--- config.mk ---
export PLATFORM = sky130hd
export DESIGN_NAME = piso_stream_ser
export DESIGN_NICKNAME = d
export VERILOG_FILES = /design/src/rtl/piso_pkg.sv /design/src/rtl/piso_hold_buf.sv /design/src/rtl/piso_stream_ser.sv
export SDC_FILE = /design/constraint.sdc
export NUM_CORES = 1
export LEC_CHECK = 0
export ABC_AREA = 1
export BUFFER_PORTS_ARGS = -buffer_cell sky130_fd_sc_hd__buf_2
export CAP_MARGIN = 20
export CORE_MARGIN = 2
export CORE_UTILIZATION = 36
export CTS_BUF_LIST = sky130_fd_sc_hd__clkbuf_16
export DETAILED_ROUTE_END_ITERATION = 6
export GPL_TIMING_DRIVEN = 0
export PLACE_DENSITY = 0.55
export SYNTH_ARGS = -nofsm -noshare
export SYNTH_HDL_FRONTEND = slang
export SYNTH_HIERARCHICAL = 1
export SYNTH_SLANG_ARGS = --single-unit
--- constraint.sdc ---
create_clock -name clk -period 2.11 [get_ports clk]
set_input_delay 0.422 -clock clk [delete_from_list [all_inputs] [get_ports clk]]
set_output_delay 0.422 -clock clk [all_outputs]
set_load 0.03 [all_outputs]
--- src/rtl/piso_pkg.sv ---
// Shared types and helpers for the piso_stream_ser serializer.
// Holds the FSM state encoding and the bit-counter width helper.
package piso_pkg;

    typedef enum logic [0:0] {
        ST_IDLE  = 1'b0,
        ST_SHIFT = 1'b1
    } state_t;

    // Width of the bit counter; a single-bit word still needs one counter bit.
    function automatic int cnt_w(input int dw);
        return (dw > 1) ? $clog2(dw) : 1;
    endfunction

endpackage

--- src/rtl/piso_hold_buf.sv ---
// One-entry hold register (word + bit-order mode) with a valid flag.
// Lets the next word wait while the current one is still shifting out.
module piso_hold_buf
    import piso_pkg::*;
#(
    parameter int DW = 8
) (
    input  logic          clk,
    input  logic          rst,
    input  logic          load,
    input  logic          unload,
    input  logic [DW-1:0] in_data,
    input  logic          in_mode,
    output logic [DW-1:0] data,
    output logic          mode,
    output logic          valid
);

    logic [DW-1:0] data_reg;
    logic          mode_reg;
    logic          valid_reg;

    always_ff @(posedge clk or negedge rst) begin
        if (!rst) begin
            data_reg  <= '0;
            mode_reg  <= 1'b0;
            valid_reg <= 1'b0;
        end else begin
            if (load) begin
                data_reg  <= in_data;
                mode_reg  <= in_mode;
                valid_reg <= 1'b1;
            end else if (unload) begin
                valid_reg <= 1'b0;
            end
        end
    end

    assign data  = data_reg;
    assign mode  = mode_reg;
    assign valid = valid_reg;

endmodule

--- src/rtl/piso_stream_ser.sv ---
// Parallel-in/serial-out serializer with valid/ready input, per-word bit order,
// a one-word hold buffer for gapless streaming, and first/last/done frame markers.
module piso_stream_ser
    import piso_pkg::*;
#(
    parameter int DW          = 8,
    parameter bit LSB_DEFAULT = 1'b1
) (
    input  logic          clk,
    input  logic          rst,
    input  logic          enb,
    input  logic [DW-1:0] in_data,
    input  logic          in_valid,
    output logic          in_ready,
    input  logic          msb_first,
    output logic          ser_out,
    output logic          ser_valid,
    output logic          ser_first,
    output logic          ser_last,
    output logic          busy,
    output logic          done
);

    localparam int            CW       = cnt_w(DW);
    localparam logic [CW-1:0] CNT_LAST = CW'(DW - 1);

    state_t        state_reg, state_next;
    logic [DW-1:0] sreg_reg, sreg_next;
    logic          mode_reg, mode_next;
    logic [CW-1:0] cnt_reg, cnt_next;
    logic          done_reg;

    logic [DW-1:0] hold_data;
    logic          hold_mode;
    logic          hold_valid;

    logic          accept;
    logic          at_last;
    logic          direct_load;
    logic          hold_load;
    logic          hold_unload;

    // in_ready is held low while reset is asserted, not just after it.
    assign in_ready    = rst && enb && !hold_valid;
    assign accept      = in_valid && in_ready;
    assign at_last     = (state_reg == ST_SHIFT) && (cnt_reg == CNT_LAST);
    // An accepted word implies the hold buffer is empty, so only the FSM position decides.
    assign direct_load = accept && ((state_reg == ST_IDLE) || at_last);
    assign hold_load   = accept && !direct_load;
    assign hold_unload = enb && at_last && hold_valid;

    piso_hold_buf #(
        .DW (DW)
    ) u_hold (
        .clk     (clk),
        .rst     (rst),
        .load    (hold_load),
        .unload  (hold_unload),
        .in_data (in_data),
        .in_mode (msb_first),
        .data    (hold_data),
        .mode    (hold_mode),
        .valid   (hold_valid)
    );

    always_comb begin
        state_next = state_reg;
        sreg_next  = sreg_reg;
        mode_next  = mode_reg;
        cnt_next   = cnt_reg;
        if (enb) begin
            case (state_reg)
                ST_IDLE: begin
                    if (accept) begin
                        state_next = ST_SHIFT;
                        sreg_next  = in_data;
                        mode_next  = msb_first;
                        cnt_next   = '0;
                    end
                end
                ST_SHIFT: begin
                    if (!at_last) begin
                        sreg_next = mode_reg ? (sreg_reg << 1) : (sreg_reg >> 1);
                        cnt_next  = cnt_reg + CW'(1);
                    end else if (hold_valid) begin
                        sreg_next = hold_data;
                        mode_next = hold_mode;
                        cnt_next  = '0;
                    end else if (accept) begin
                        sreg_next = in_data;
                        mode_next = msb_first;
                        cnt_next  = '0;
                    end else begin
                        state_next = ST_IDLE;
                    end
                end
                default: state_next = ST_IDLE;
            endcase
        end
    end

    always_ff @(posedge clk or negedge rst) begin
        if (!rst) begin
            state_reg <= ST_IDLE;
            sreg_reg  <= '0;
            mode_reg  <= !LSB_DEFAULT;
            cnt_reg   <= '0;
            done_reg  <= 1'b0;
        end else begin
            state_reg <= state_next;
            sreg_reg  <= sreg_next;
            mode_reg  <= mode_next;
            cnt_reg   <= cnt_next;
            done_reg  <= ser_last;
        end
    end

    assign ser_out   = mode_reg ? sreg_reg[DW-1] : sreg_reg[0];
    assign ser_valid = (state_reg == ST_SHIFT) && enb;
    assign ser_first = ser_valid && (cnt_reg == '0);
    assign ser_last  = ser_valid && (cnt_reg == CNT_LAST);
    assign done      = done_reg && enb;
    assign busy      = (state_reg == ST_SHIFT) || hold_valid;

endmodule

Word-level counts from Yosys, hierarchy flattened:

Cells that the tools add are included.

* register bits: 24
* bits of input ports: 13
* output and inout port bits: 7

* add/sub/neg operators: 1
* eq/ne operators: 2
* multiplexer cells: 20
* bitwise logic cells: 1
* reductions and logical operators: 19

Operators with widths (number)
* $mux W8: 4
* $pmux W8 S2: 1
* $logic_and A1 B1 Y1: 12
* $mux W1: 9
* $mux W3: 3
* $pmux W3 S2: 1
* $pmux W1 S2: 2
* $add A3 B1 Y3 const B: 1
* $eq A3 B3 Y1 const B: 1
* $logic_not A3 Y1: 1
* $logic_not A1 Y1: 2
* $logic_or A1 B1 Y1: 2
* $ne A2 B1 Y1 const B: 1
* $reduce_and A2 Y1: 1
* $reduce_bool A2 Y1: 1
* $not A1 Y1: 1

Longest topological paths before layout:

Gate-level depths: netlist of run 1.

* depth in word-level cells: 7
* depth in mapped cells: 11
* gate-level depth less buffers: 10

Hierarchy:

Netlist of run 1, hierarchy kept.

Modules (own cells, without submodules)
* piso_stream_ser: instances 1, cells each 165, area each 1039.7 um^2
* piso_hold_buf: instances 1, cells each 42, area each 377.9 um^2

Worst setup path before layout of run 1:

No wires, ideal clock.

* path type: flip-flop to output port
* start: reg mode_reg
* end: out ser_out
* arrival time: 1.371 ns
* slack: 0.317 ns
* cell stages (with the launch flop): 5
* path buffers: 2
* cells stage by stage: dfrtp_1 > clkbuf_2 > inv_1 > buf_2 > o21ai_0

* cells in the longest elaborated chain, start to end: 1

RTL lines
* from (decl): RTL line piso_stream_ser.sv:29 `logic mode_reg, mode_next;`
* from (signal assigned): RTL line piso_stream_ser.sv:106 `mode_reg <= !LSB_DEFAULT;`
* from (signal assigned): RTL line piso_stream_ser.sv:112 `mode_reg <= mode_next;`
* $mux W1: RTL line piso_stream_ser.sv:118 `assign ser_out = mode_reg ? sreg_reg[DW-1] : sreg_reg[0];`
* to (decl): RTL line piso_stream_ser.sv:16 `output logic ser_out,`

No other way between the ends.

Worst setup path after layout of run 1:

* start: reg cnt_reg[0]
* end: out ser_last

* cells in the longest elaborated chain, start to end: 2

RTL lines
* from (decl): RTL line piso_stream_ser.sv:30 `logic [CW-1:0] cnt_reg, cnt_next;`
* from (signal assigned): RTL line piso_stream_ser.sv:113 `cnt_reg <= cnt_next;`
* $eq A3 B3 Y1: RTL line piso_stream_ser.sv:121 `assign ser_last = ser_valid && (cnt_reg == CNT_LAST);`
* $logic_and A1 B1 Y1: RTL line piso_stream_ser.sv:121
* to (decl): RTL line piso_stream_ser.sv:19 `output logic ser_last,`

No other way between the ends.

==> results of run 1 <==
## where the power goes
group,total (mW),switching (mW),internal [mW]
logic,0.755,0.487,0.268
clock network,0.429,0.175,0.254
registers,0.799,0.140,0.659
total,1.98,0.801,1.18
## cell type report
type | instances | area [µm²] | area share, %
Sequential cell | 24 | 600.6 | 36.36
Buffer | 6 | 45.04 | 2.727
Timing Repair Buffer | 19 | 95.09 | 5.758
Multi-Input combinational cell | 150 | 670.6 | 40.61
Tap cell | 48 | 60.06 | 3.636
Inverter | 27 | 101.3 | 6.136
Clock buffer | 3 | 75.07 | 4.545
Clock inverter | 1 | 3.754 | 0.2273
## worst max-delay path, stage by stage, from the launching register on
cell,delay (ns)
dfrtp_1,0.38
ha_1,0.20
ha_1,0.17
buf_4,0.17
inv_2,0.11
nor2_1,0.07
buf_2,0.17
## logic make-up (layout without fill, tap and decap cells)
family	count (synthesis)	after routing
AND/OR/NAND/NOR	139	139
buffers and inverters	33	56
flip-flops	24	24
AO/OA/AOI/OAI	8	8
adder cells (fa/ha/maj)	3	3
## routing by layer
| metal | vias to the layer above | global-route usage [%] | wire length, µm | share of wire [%] |
|---|---|---|---|---|
| met1 | 594 | 24.97 | 1702 | 53 |
| met4 | 0 | 7.653 | 73 | 2.3 |
| met3 | 7 | 1.520 | 72 | 2.2 |
| li1 | 676 | - | - | - |
| met5 | - | 0 | 0 | 0 |
| met2 | 19 | 25.62 | 1390 | 43 |
## through the flow
stage               utilization [%]  area (µm²)  std cells
floorplan                         -        1418        207
global placement              42.32        1573        274
detailed placement            42.32        1573        274
CTS                           44.44        1652        278
global route                  44.44        1652        278
finish                        44.44        1652        278
## worst max-delay path by stage
stage / startpoint / endpoint / slack (ns) / cells after the start
2_1_floorplan: mode_reg$_DFFE_PN0P_ / ser_out / 0.32 / 4
3_3_place_gp: rst / u_hold/data[5]$_DFFE_PN0P_ / 0.09 / 7
3_5_place_dp: rst / u_hold/data[7]$_DFFE_PN0P_ / 0.08 / 7
4_1_cts: cnt_reg[0]$_DFFE_PN0P_ / ser_last / 0.16 / 6
5_1_grt: cnt_reg[0]$_DFFE_PN0P_ / u_hold/data[5]$_DFFE_PN0P_ / 0.06 / 10
6_report: cnt_reg[0]$_DFFE_PN0P_ / ser_last / 0.16 / 6
## placed cells by master, fill, tap and decap left out
cell type / n
ha_1: 3
clkinv_1: 1
nor3_1: 1
a31oi_1: 2
a21oi_2: 1
nand4_1: 3
or2_2: 1
o21ai_2: 1
buf_2: 21
inv_1: 24
nand2_2: 1
nor2_4: 2
inv_2: 3
clkbuf_16: 3
buf_4: 1
buf_6: 2
clkbuf_2: 1
o21ai_0: 4
nand3_1: 19
dfrtp_1: 24
nand2_1: 93
nor2_1: 18
nand4_2: 1
==> results.py, run 1 <==
metrics = {
    "run_status": {
        "status": "complete, no violations",
    },
    "drt": {
        "detail-route-antenna-nets": 0,
        "wl_per_cell_um": 11.65,
        "drt_iter0_markers": 42,
        "route.vias.total": 1296,
        "drcViolationCount": 0,
        "drt-pass1-iter-count": 4,
        "drt-total-wl_mm": 3.239,
        "routed_via_density": 4.662,
    },
    "logic_synthesis": {
        "synthesis.instances": 207,
        "synth_top_family_by_area": "simple AND/OR/NAND/NOR gates",
        "synth.top_cells.by_area": "dfrtp_1 42%, nand2_1 25%, nand3_1 6.7%",
        "synth-adder-area-share_pct": 2.648,
        "synth.yosys.warnings": 6,
        "synth-async-reset-ratio_pct": 100.0,
        "yosys-top-cells-count": "93 x nand2_1, 24 x dfrtp_1, 24 x inv_1",
        "post_synth_mux_area_share_pct": 0,
        "netlist_area_um2": 1418,
        "mappedNetlistNets": 223,
        "synth_seq_area_share_pct": 42.37,
        "yosysMostFrequentCell": "nand2_1",
        "avgSynthCellArea_um2": 6.848,
        "synth_enable_flop_cells": 0,
        "yosys.area.top_type": "dfrtp_1",
        "netlist.area_leader.share_pct": 42.37,
        "ys.flop_type": "dfrtp_1",
        "distinct_cell_type_count_after_synthesis": 21,
        "post_synth_xor_area_fraction_pct": 0,
        "synth-seq-cells": 24,
        "share_of_synthesized_cell_area_in_and_or_nand_and_nor_gates_pct": 41.13,
        "synth_area_in_compound_gates_pct": 3.530,
    },
    "placed_design": {
        "numPortBuffers": 19,
        "gpl.final_weighted_congestion": 0.7935,
        "hpwl_mm": 2.377,
        "post-place-ws_ns": 0.07924,
    },
    "pwr": {
        "worst_ir_drop_on_vdd_uv": 403.5,
        "power_mw": 1.983,
        "powerDensity_nw_per_um2": 1200,
        "p_leak_nw": 0.9492,
    },
    "cells_and_area": {
        "share_of_post_route_cells_with_drive_strength_above_1_pct": 16.52,
        "final_nets": 247,
        "filler_cell_count": 431,
        "area_delta_synth_final_pct": 16.50,
        "antenna_cells": 0,
    },
    "clock_tree": {
        "root_buffer": "clkbuf_16",
        "clkLatencyLatePin_ns": 0.26,
        "post_cts_hold_buffer_count": 0,
        "clkSlewWorstSetupHoldPaths_ns": 0.07,
        "numCtsBuffers": 3,
        "cts.repair_timing.setup_buffer_count": 0,
        "post_cts.resized_instances": 0,
        "clock-sinks": 24,
        "htree_num_levels": 1,
        "cts_tree": "yes",
        "clock_tree.buffer_depth": 2,
    },
    "worst_setup_path": {
        "r2r_end": "u_hold/data[5]$_DFFE_PN0P_",
        "arrival_ns": 1.53,
        "crit_path_start_kind": "flop",
        "critPathRequiredTime_ns": 1.69,
        "r2r_slack_ns": 0.26,
        "timing.reg2reg.worst_path_depth": 10,
        "end_kind": "output pin",
        "worstSetupPathType": "reg2out",
        "timing.critical_path.fanout_max": 8,
        "reg2reg_from": "cnt_reg[0]$_DFFE_PN0P_",
    },
    "floorplanning": {
        "dieArea_um2": 4456,
        "initial_utilization_pct": 38.15,
        "fp.dieW_um": 66.75,
        "floorplan.core_area_um2": 3716,
        "core.rowCount": 22,
        "ioPinCount": 20,
        "die_y_um": 66.75,
    },
    "timing": {
        "timing_hold_violations_final": 0,
        "worst_slew_pin_slew_ns": 0.5883,
        "period_share_pct": 92.58,
        "worst_case_headroom_to_the_max_slew_limit_pct": 60.78,
        "final_critical_path_setup_slack_ns": 0.1565,
        "finalMaxSlewViolations": 0,
        "max_clock_freq_ghz": 0.5119,
        "final-setup-viol-count": 0,
        "finalSetupTns_ns": 0,
        "unrepaired_setup_endpoints_after_global_routing": "false",
        "final.setup_skew_ns": 0.005530,
        "hold_ws_ns": 0.1566,
        "final.min_clock_period_ns": 1.953,
    },
    "global_route": {
        "first_global_vias": 1210,
        "grt_pass1_wl_mm": 5.699,
        "grt_max_degree": 27,
        "track_usage_pct": 17.14,
        "grt_antenna_before_repair": 0,
        "grt-ovfl-total": 0,
    },
    "job": {
        "max_capacitance_violation_total": 0,
    },
    "worst_hold_path": {
        "holdCritPathClass": "in2async",
    },
}
No activity file was read; power rests on OpenSTA's default activity.
==> run 2, diff against run 1 <==
--- a/config.mk
+++ b/config.mk
@@ -7,13 +7,14 @@
 export LEC_CHECK = 0
 export ABC_AREA = 1
 export BUFFER_PORTS_ARGS = -buffer_cell sky130_fd_sc_hd__buf_2
-export CAP_MARGIN = 20
+export CELL_PAD_IN_SITES_DETAIL_PLACEMENT = 0
+export CELL_PAD_IN_SITES_GLOBAL_PLACEMENT = 1
 export CORE_MARGIN = 2
 export CORE_UTILIZATION = 36
 export CTS_BUF_LIST = sky130_fd_sc_hd__clkbuf_16
 export DETAILED_ROUTE_END_ITERATION = 6
 export GPL_TIMING_DRIVEN = 0
-export PLACE_DENSITY = 0.55
+export PLACE_DENSITY_LB_ADDON = 0.3
 export SYNTH_ARGS = -nofsm -noshare
 export SYNTH_HDL_FRONTEND = slang
 export SYNTH_HIERARCHICAL = 1
==> run 2 against run 1 <==
  * Final cell count stayed put
  * Non-clock buffer count stayed put
  * Setup slack worse by 0.0095 ns
  * Maximum frequency is 0.48% lower
  * Cell area stayed put
  * Critical path depth stayed put
  * Global-route usage is 0.17 points lower
  * Via count is 0.23% lower
  * Register-to-register slack worse by 0.03 ns
  * Sequential share of layout area stayed put
  * Power is 0.89% lower
  * First-iteration DRC count is 38% lower
  * Critical endpoint unchanged
  * Largest cell class unchanged
==> results.py, run 2 (synthesis gave the netlist of run 1 again) <==
metrics = {
    "job": {
        "max_capacitance_violation_total": 0,
    },
    "cells_and_area": {
        "area_delta_synth_final_pct": 16.50,
        "final-instance-count-excl-fill": 278,
        "layout_common_cells": "93 x nand2_1, 24 x inv_1, 24 x dfrtp_1",
        "antenna_cells": 0,
        "share_of_post_route_cells_with_drive_strength_above_1_pct": 16.52,
        "final_nets": 247,
        "post-route-cell-area_um2": 1652,
        "leading_cell_type_in_the_layout_fill_and_taps_excluded": "nand2_1",
    },
    "global_route": {
        "grt_pass1_wl_mm": 5.589,
        "grt_max_degree": 27,
        "grt_antenna_before_repair": 0,
        "first_global_vias": 1173,
        "grt-ovfl-total": 0,
        "track_usage_pct": 16.97,
    },
    "placed_design": {
        "dpl-instance-area_um2": 1573,
        "post-place-ws_ns": 0.08298,
        "hpwl_mm": 2.391,
        "gpl.final_weighted_congestion": 0.7631,
        "numPortBuffers": 19,
        "placed_cells": 274,
    },
    "worst_setup_path": {
        "reg2reg_from": "cnt_reg[0]$_DFFE_PN0P_",
        "timing.critical_path.fanout_max": 8,
        "cp_slowest_stage_delay_ns": 0.38,
        "end_kind": "output pin",
        "cp_common_cell": "ha_1",
        "critPathBufInv": 3,
        "critPathSlowestCell": "dfrtp_1",
        "worstSetupPathType": "reg2out",
        "cell_type_group_with_the_largest_total_delay_on_the_critical_path": "buffers and inverters",
        "critPathRequiredTime_ns": 1.69,
        "crit_path_start_kind": "flop",
        "arrival_ns": 1.54,
        "crit_path_start": "cnt_reg[0]$_DFFE_PN0P_",
        "r2r_slack_ns": 0.23,
        "timing.critical_path.cells": "ha_1 -> ha_1 -> buf_4 -> inv_2 -> nor2_1 -> buf_2",
    },
    "drt": {
        "drt-total-wl_mm": 3.188,
        "drt_iter0_markers": 26,
        "route.vias.total": 1293,
        "drt-pass1-iter-count": 4,
        "detail-route-antenna-nets": 0,
        "drcViolationCount": 0,
        "wl_met3_um": 102,
        "routed_via_density": 4.651,
        "wl_met1_mm": 1.624,
        "met2_length_mm": 1.423,
        "top_layer_used": "met4",
        "wl_per_cell_um": 11.47,
    },
    "floorplanning": {
        "fp.dieW_um": 66.75,
        "core.rowCount": 22,
        "floorplan.core_area_um2": 3716,
        "die_y_um": 66.75,
        "dieArea_um2": 4456,
        "initial_utilization_pct": 38.15,
        "ioPinCount": 20,
    },
    "clock_tree": {
        "post_cts.resized_instances": 0,
        "clock_tree.buffer_depth": 2,
        "cts_tree": "yes",
        "clkLatencyLatePin_ns": 0.26,
        "htree_num_levels": 1,
        "numCtsBuffers": 3,
        "cts.repair_timing.setup_buffer_count": 0,
        "clkSlewWorstSetupHoldPaths_ns": 0.06,
        "post_cts_hold_buffer_count": 0,
        "root_buffer": "clkbuf_16",
        "clock-sinks": 24,
    },
    "timing": {
        "final_critical_path_setup_slack_ns": 0.1470,
        "worst_slew_pin_slew_ns": 0.5975,
        "final-setup-viol-count": 0,
        "period_share_pct": 93.03,
        "timing_hold_violations_final": 0,
        "final.setup_skew_ns": 0.001825,
        "worst_case_headroom_to_the_max_slew_limit_pct": 60.17,
        "max_clock_freq_ghz": 0.5094,
        "finalSetupTns_ns": 0,
        "unrepaired_setup_endpoints_after_global_routing": "false",
        "finalMaxSlewViolations": 0,
        "final.min_clock_period_ns": 1.963,
    },
    "pwr": {
        "worst_ir_drop_on_vdd_uv": 389.7,
        "p_leak_nw": 0.9492,
        "power_mw": 1.965,
        "powerDensity_nw_per_um2": 1190,
    },
    "worst_hold_path": {
        "holdCritPathClass": "in2async",
    },
    "run_status": {
        "status": "complete, no violations",
    },
}
==> run 2: cell counts in the layout (fill, tap and decap cells not counted) <==
No cell type changed its count.
==> run 2: where the power goes <==
part	switching [mW]	internal [mW]	total (mW)
Clock	0.160	0.253	0.414
Sequential	0.140	0.659	0.800
Combinational	0.483	0.268	0.751
Total	0.784	1.18	1.96
==> run 2: cell type report <==
cell class                 count  area, µm²
fill                         416       2064
timing repair buffer          19      95.09
clock inverter                 1      3.754
tap                           48      60.06
inverter                      27      101.3
buffer                         6      45.04
sequential                    24      600.6
multi-input combinational    150      670.6
clock buffer                   3      75.07
==> run 2: through the flow <==
step	util [%]	hold WS (ns)
after floorplan	-	0.1264
after global placement	42.32	0.4549
after detailed placement	42.32	0.4599
after CTS	44.44	0.1922
after global routing	44.44	0.2035
final	44.44	0.1683
==> run 2: final timing paths <==
| path | cells after the start | to |
|---|---|---|
| setup / recovery | 6 | ser_last |
| hold / removal | 1 | cnt_reg[1]$_DFFE_PN0P_ |
| setup reg to reg | 10 | u_hold/data[1]$_DFFE_PN0P_ |
| hold reg to reg | 2 | u_hold/data[3]$_DFFE_PN0P_ |
| max in group asynchronous | 1 | sreg_reg[6]$_DFFE_PN0P_ |
| min in group clk | 3 | u_hold/data[0]$_DFFE_PN0P_ |
==> run 2: routing by layer <==
layer	vias to the layer above	global-route usage [%]
met5	-	0
met4	0	4.592
met3	5	2.534
met2	19	26.25
met1	589	24.60
li1	680	-
==> run 3, diff against run 2 <==
==> constraint.sdc (replaced) <==
create_clock -name clk -period 1.9 [get_ports clk]
set_input_delay 0.38 -clock clk [delete_from_list [all_inputs] [get_ports clk]]
set_output_delay 0.38 -clock clk [all_outputs]
set_load 0.03 [all_outputs]
==> run 3 against run 2 <==
  * Power increased by 15%
  * Largest cell class unchanged
  * Critical path type unchanged
  * Setup slack got worse by 0.076 ns
  * Count of clock-buffer cells in the layout stayed put
==> results.py, run 3 (synthesis gave the netlist of run 1 again) <==
metrics = {
    "run_status": {
        "status": "complete, no violations",
    },
    "worst_setup_path": {
        "timing.critical_path.fanout_max": 8,
        "timing.critical_path.depth": 6,
        "cp_slowest_stage_delay_ns": 0.39,
        "critPathRequiredTime_ns": 1.52,
        "arrival_ns": 1.45,
        "end_kind": "output pin",
        "crit_path_start_kind": "flop",
        "critPathBufInv": 3,
        "cell_type_group_with_the_largest_total_delay_on_the_critical_path": "flip-flops",
        "worstSetupPathType": "reg2out",
        "critPathSlowestCell": "dfrtp_1",
        "timing.critical_path.cells": "ha_2 -> ha_1 -> buf_6 -> inv_4 -> nor2_2 -> buf_4",
        "timing.reg2reg.worst_path_depth": 10,
    },
    "cells_and_area": {
        "fin_util_pct": 46.63,
        "final_nets": 255,
        "area_delta_synth_final_pct": 22.24,
        "post-route-cell-area_um2": 1733,
        "leading_cell_type_in_the_layout_fill_and_taps_excluded": "nand2_1",
        "filler_cell_count": 411,
        "layout_common_cells": "93 x nand2_1, 24 x inv_1, 24 x dfrtp_1",
        "share_of_post_route_cells_with_drive_strength_above_1_pct": 20.17,
        "final-instance-count-excl-fill": 286,
        "antenna_cells": 0,
    },
    "pwr": {
        "p_leak_nw": 0.9925,
        "worst_ir_drop_on_vdd_uv": 431.3,
        "power_mw": 2.261,
        "powerDensity_nw_per_um2": 1305,
    },
    "placed_design": {
        "hpwl_mm": 2.391,
        "numPortBuffers": 19,
        "placed_cells": 274,
        "post-place-ws_ns": -0.08502,
        "dpl-instance-area_um2": 1573,
        "gpl.final_weighted_congestion": 0.7631,
    },
    "clock_tree": {
        "clkLatencyLatePin_ns": 0.26,
        "clock-sinks": 24,
        "post_cts_hold_buffer_count": 0,
        "clkSlewWorstSetupHoldPaths_ns": 0.06,
        "htree_num_levels": 1,
        "clock_tree.buffer_depth": 2,
        "numCtsBuffers": 3,
        "root_buffer": "clkbuf_16",
        "cts_tree": "yes",
    },
    "floorplanning": {
        "fp.dieW_um": 66.75,
        "die_y_um": 66.75,
        "dieArea_um2": 4456,
        "core.rowCount": 22,
        "initial_utilization_pct": 38.15,
        "floorplan.core_area_um2": 3716,
        "ioPinCount": 20,
    },
    "timing": {
        "finalMaxSlewViolations": 0,
        "worst_case_headroom_to_the_max_slew_limit_pct": 75.37,
        "final-setup-viol-count": 0,
        "finalSetupTns_ns": 0,
        "max_clock_freq_ghz": 0.5468,
        "final_critical_path_setup_slack_ns": 0.07106,
        "worst_slew_pin_slew_ns": 0.3695,
        "hold_ws_ns": 0.05944,
        "unrepaired_setup_endpoints_after_global_routing": "false",
        "final.min_clock_period_ns": 1.829,
        "timing_hold_violations_final": 0,
        "period_share_pct": 96.26,
        "final.setup_skew_ns": 0.002318,
    },
    "drt": {
        "route.vias.total": 1315,
        "wl_per_cell_um": 11.56,
        "drt-total-wl_mm": 3.305,
        "drt-pass1-iter-count": 4,
        "drcViolationCount": 0,
        "routed_via_density": 4.598,
        "drt_iter0_markers": 30,
        "detail-route-antenna-nets": 0,
    },
    "job": {
        "max_capacitance_violation_total": 0,
    },
    "global_route": {
        "first_global_vias": 1176,
        "track_usage_pct": 16.90,
        "grt_pass1_wl_mm": 5.561,
        "grt-ovfl-total": 0,
        "grt_max_degree": 27,
        "grt_antenna_before_repair": 0,
    },
    "worst_hold_path": {
        "holdCritPathClass": "in2async",
    },
}
[run 3: worst paths after layout]
path                                       startpoint                    endpoint  slack, ns
max                            cnt_reg[0]$_DFFE_PN0P_                    ser_last       0.07
min                                               rst      cnt_reg[0]$_DFFE_PN0P_       0.06
max reg2reg                    cnt_reg[0]$_DFFE_PN0P_  u_hold/data[2]$_DFFE_PN0P_       0.16
min reg2reg                u_hold/data[3]$_DFFE_PN0P_  u_hold/data[3]$_DFFE_PN0P_       0.47
max in group asynchronous                         rst  u_hold/data[2]$_DFFE_PN0P_       1.57
min in group clk                           in_data[0]  u_hold/data[0]$_DFFE_PN0P_       0.34
[run 3: per-layer routing]
layer | vias to the layer above | track usage [%] | share of wire [%] | wire [µm]
met5 | - | 0 | 0 | 0
met4 | 0 | 4.592 | 0.61 | 20
met3 | 2 | 2.534 | 3.4 | 111
met2 | 21 | 26.25 | 46 | 1506
met1 | 597 | 24.39 | 50 | 1666
li1 | 695 | - | - | -
[run 3: timing repair]
action | in CTS | in global routing
pin swaps | 1 | 2
resized for setup | 2 | 6
gates cloned | 0 | 0
buffers inserted | 0 | 8
setup endpoints to repair | 1 | 13
[run 3: area by class of cell]
type,instances,area (µm²),share of cell area [%]
tap,48,60.06,3.466
inverter,27,103.9,5.993
timing repair buffer,27,162.7,9.386
clock inverter,1,3.754,0.2166
sequential,24,600.6,34.66
clock buffer,3,75.07,4.332
buffer,6,51.30,2.960
multi-input combinational,150,675.6,38.99
[run 3: power breakdown]
| part | internal, mW | leakage, nW | switching [mW] |
|---|---|---|---|
| Sequential | 0.732 | 0.300 | 0.155 |
| Combinational | 0.353 | 0.654 | 0.555 |
| Clock | 0.282 | 0.0385 | 0.184 |
| Total | 1.37 | 0.993 | 0.895 |
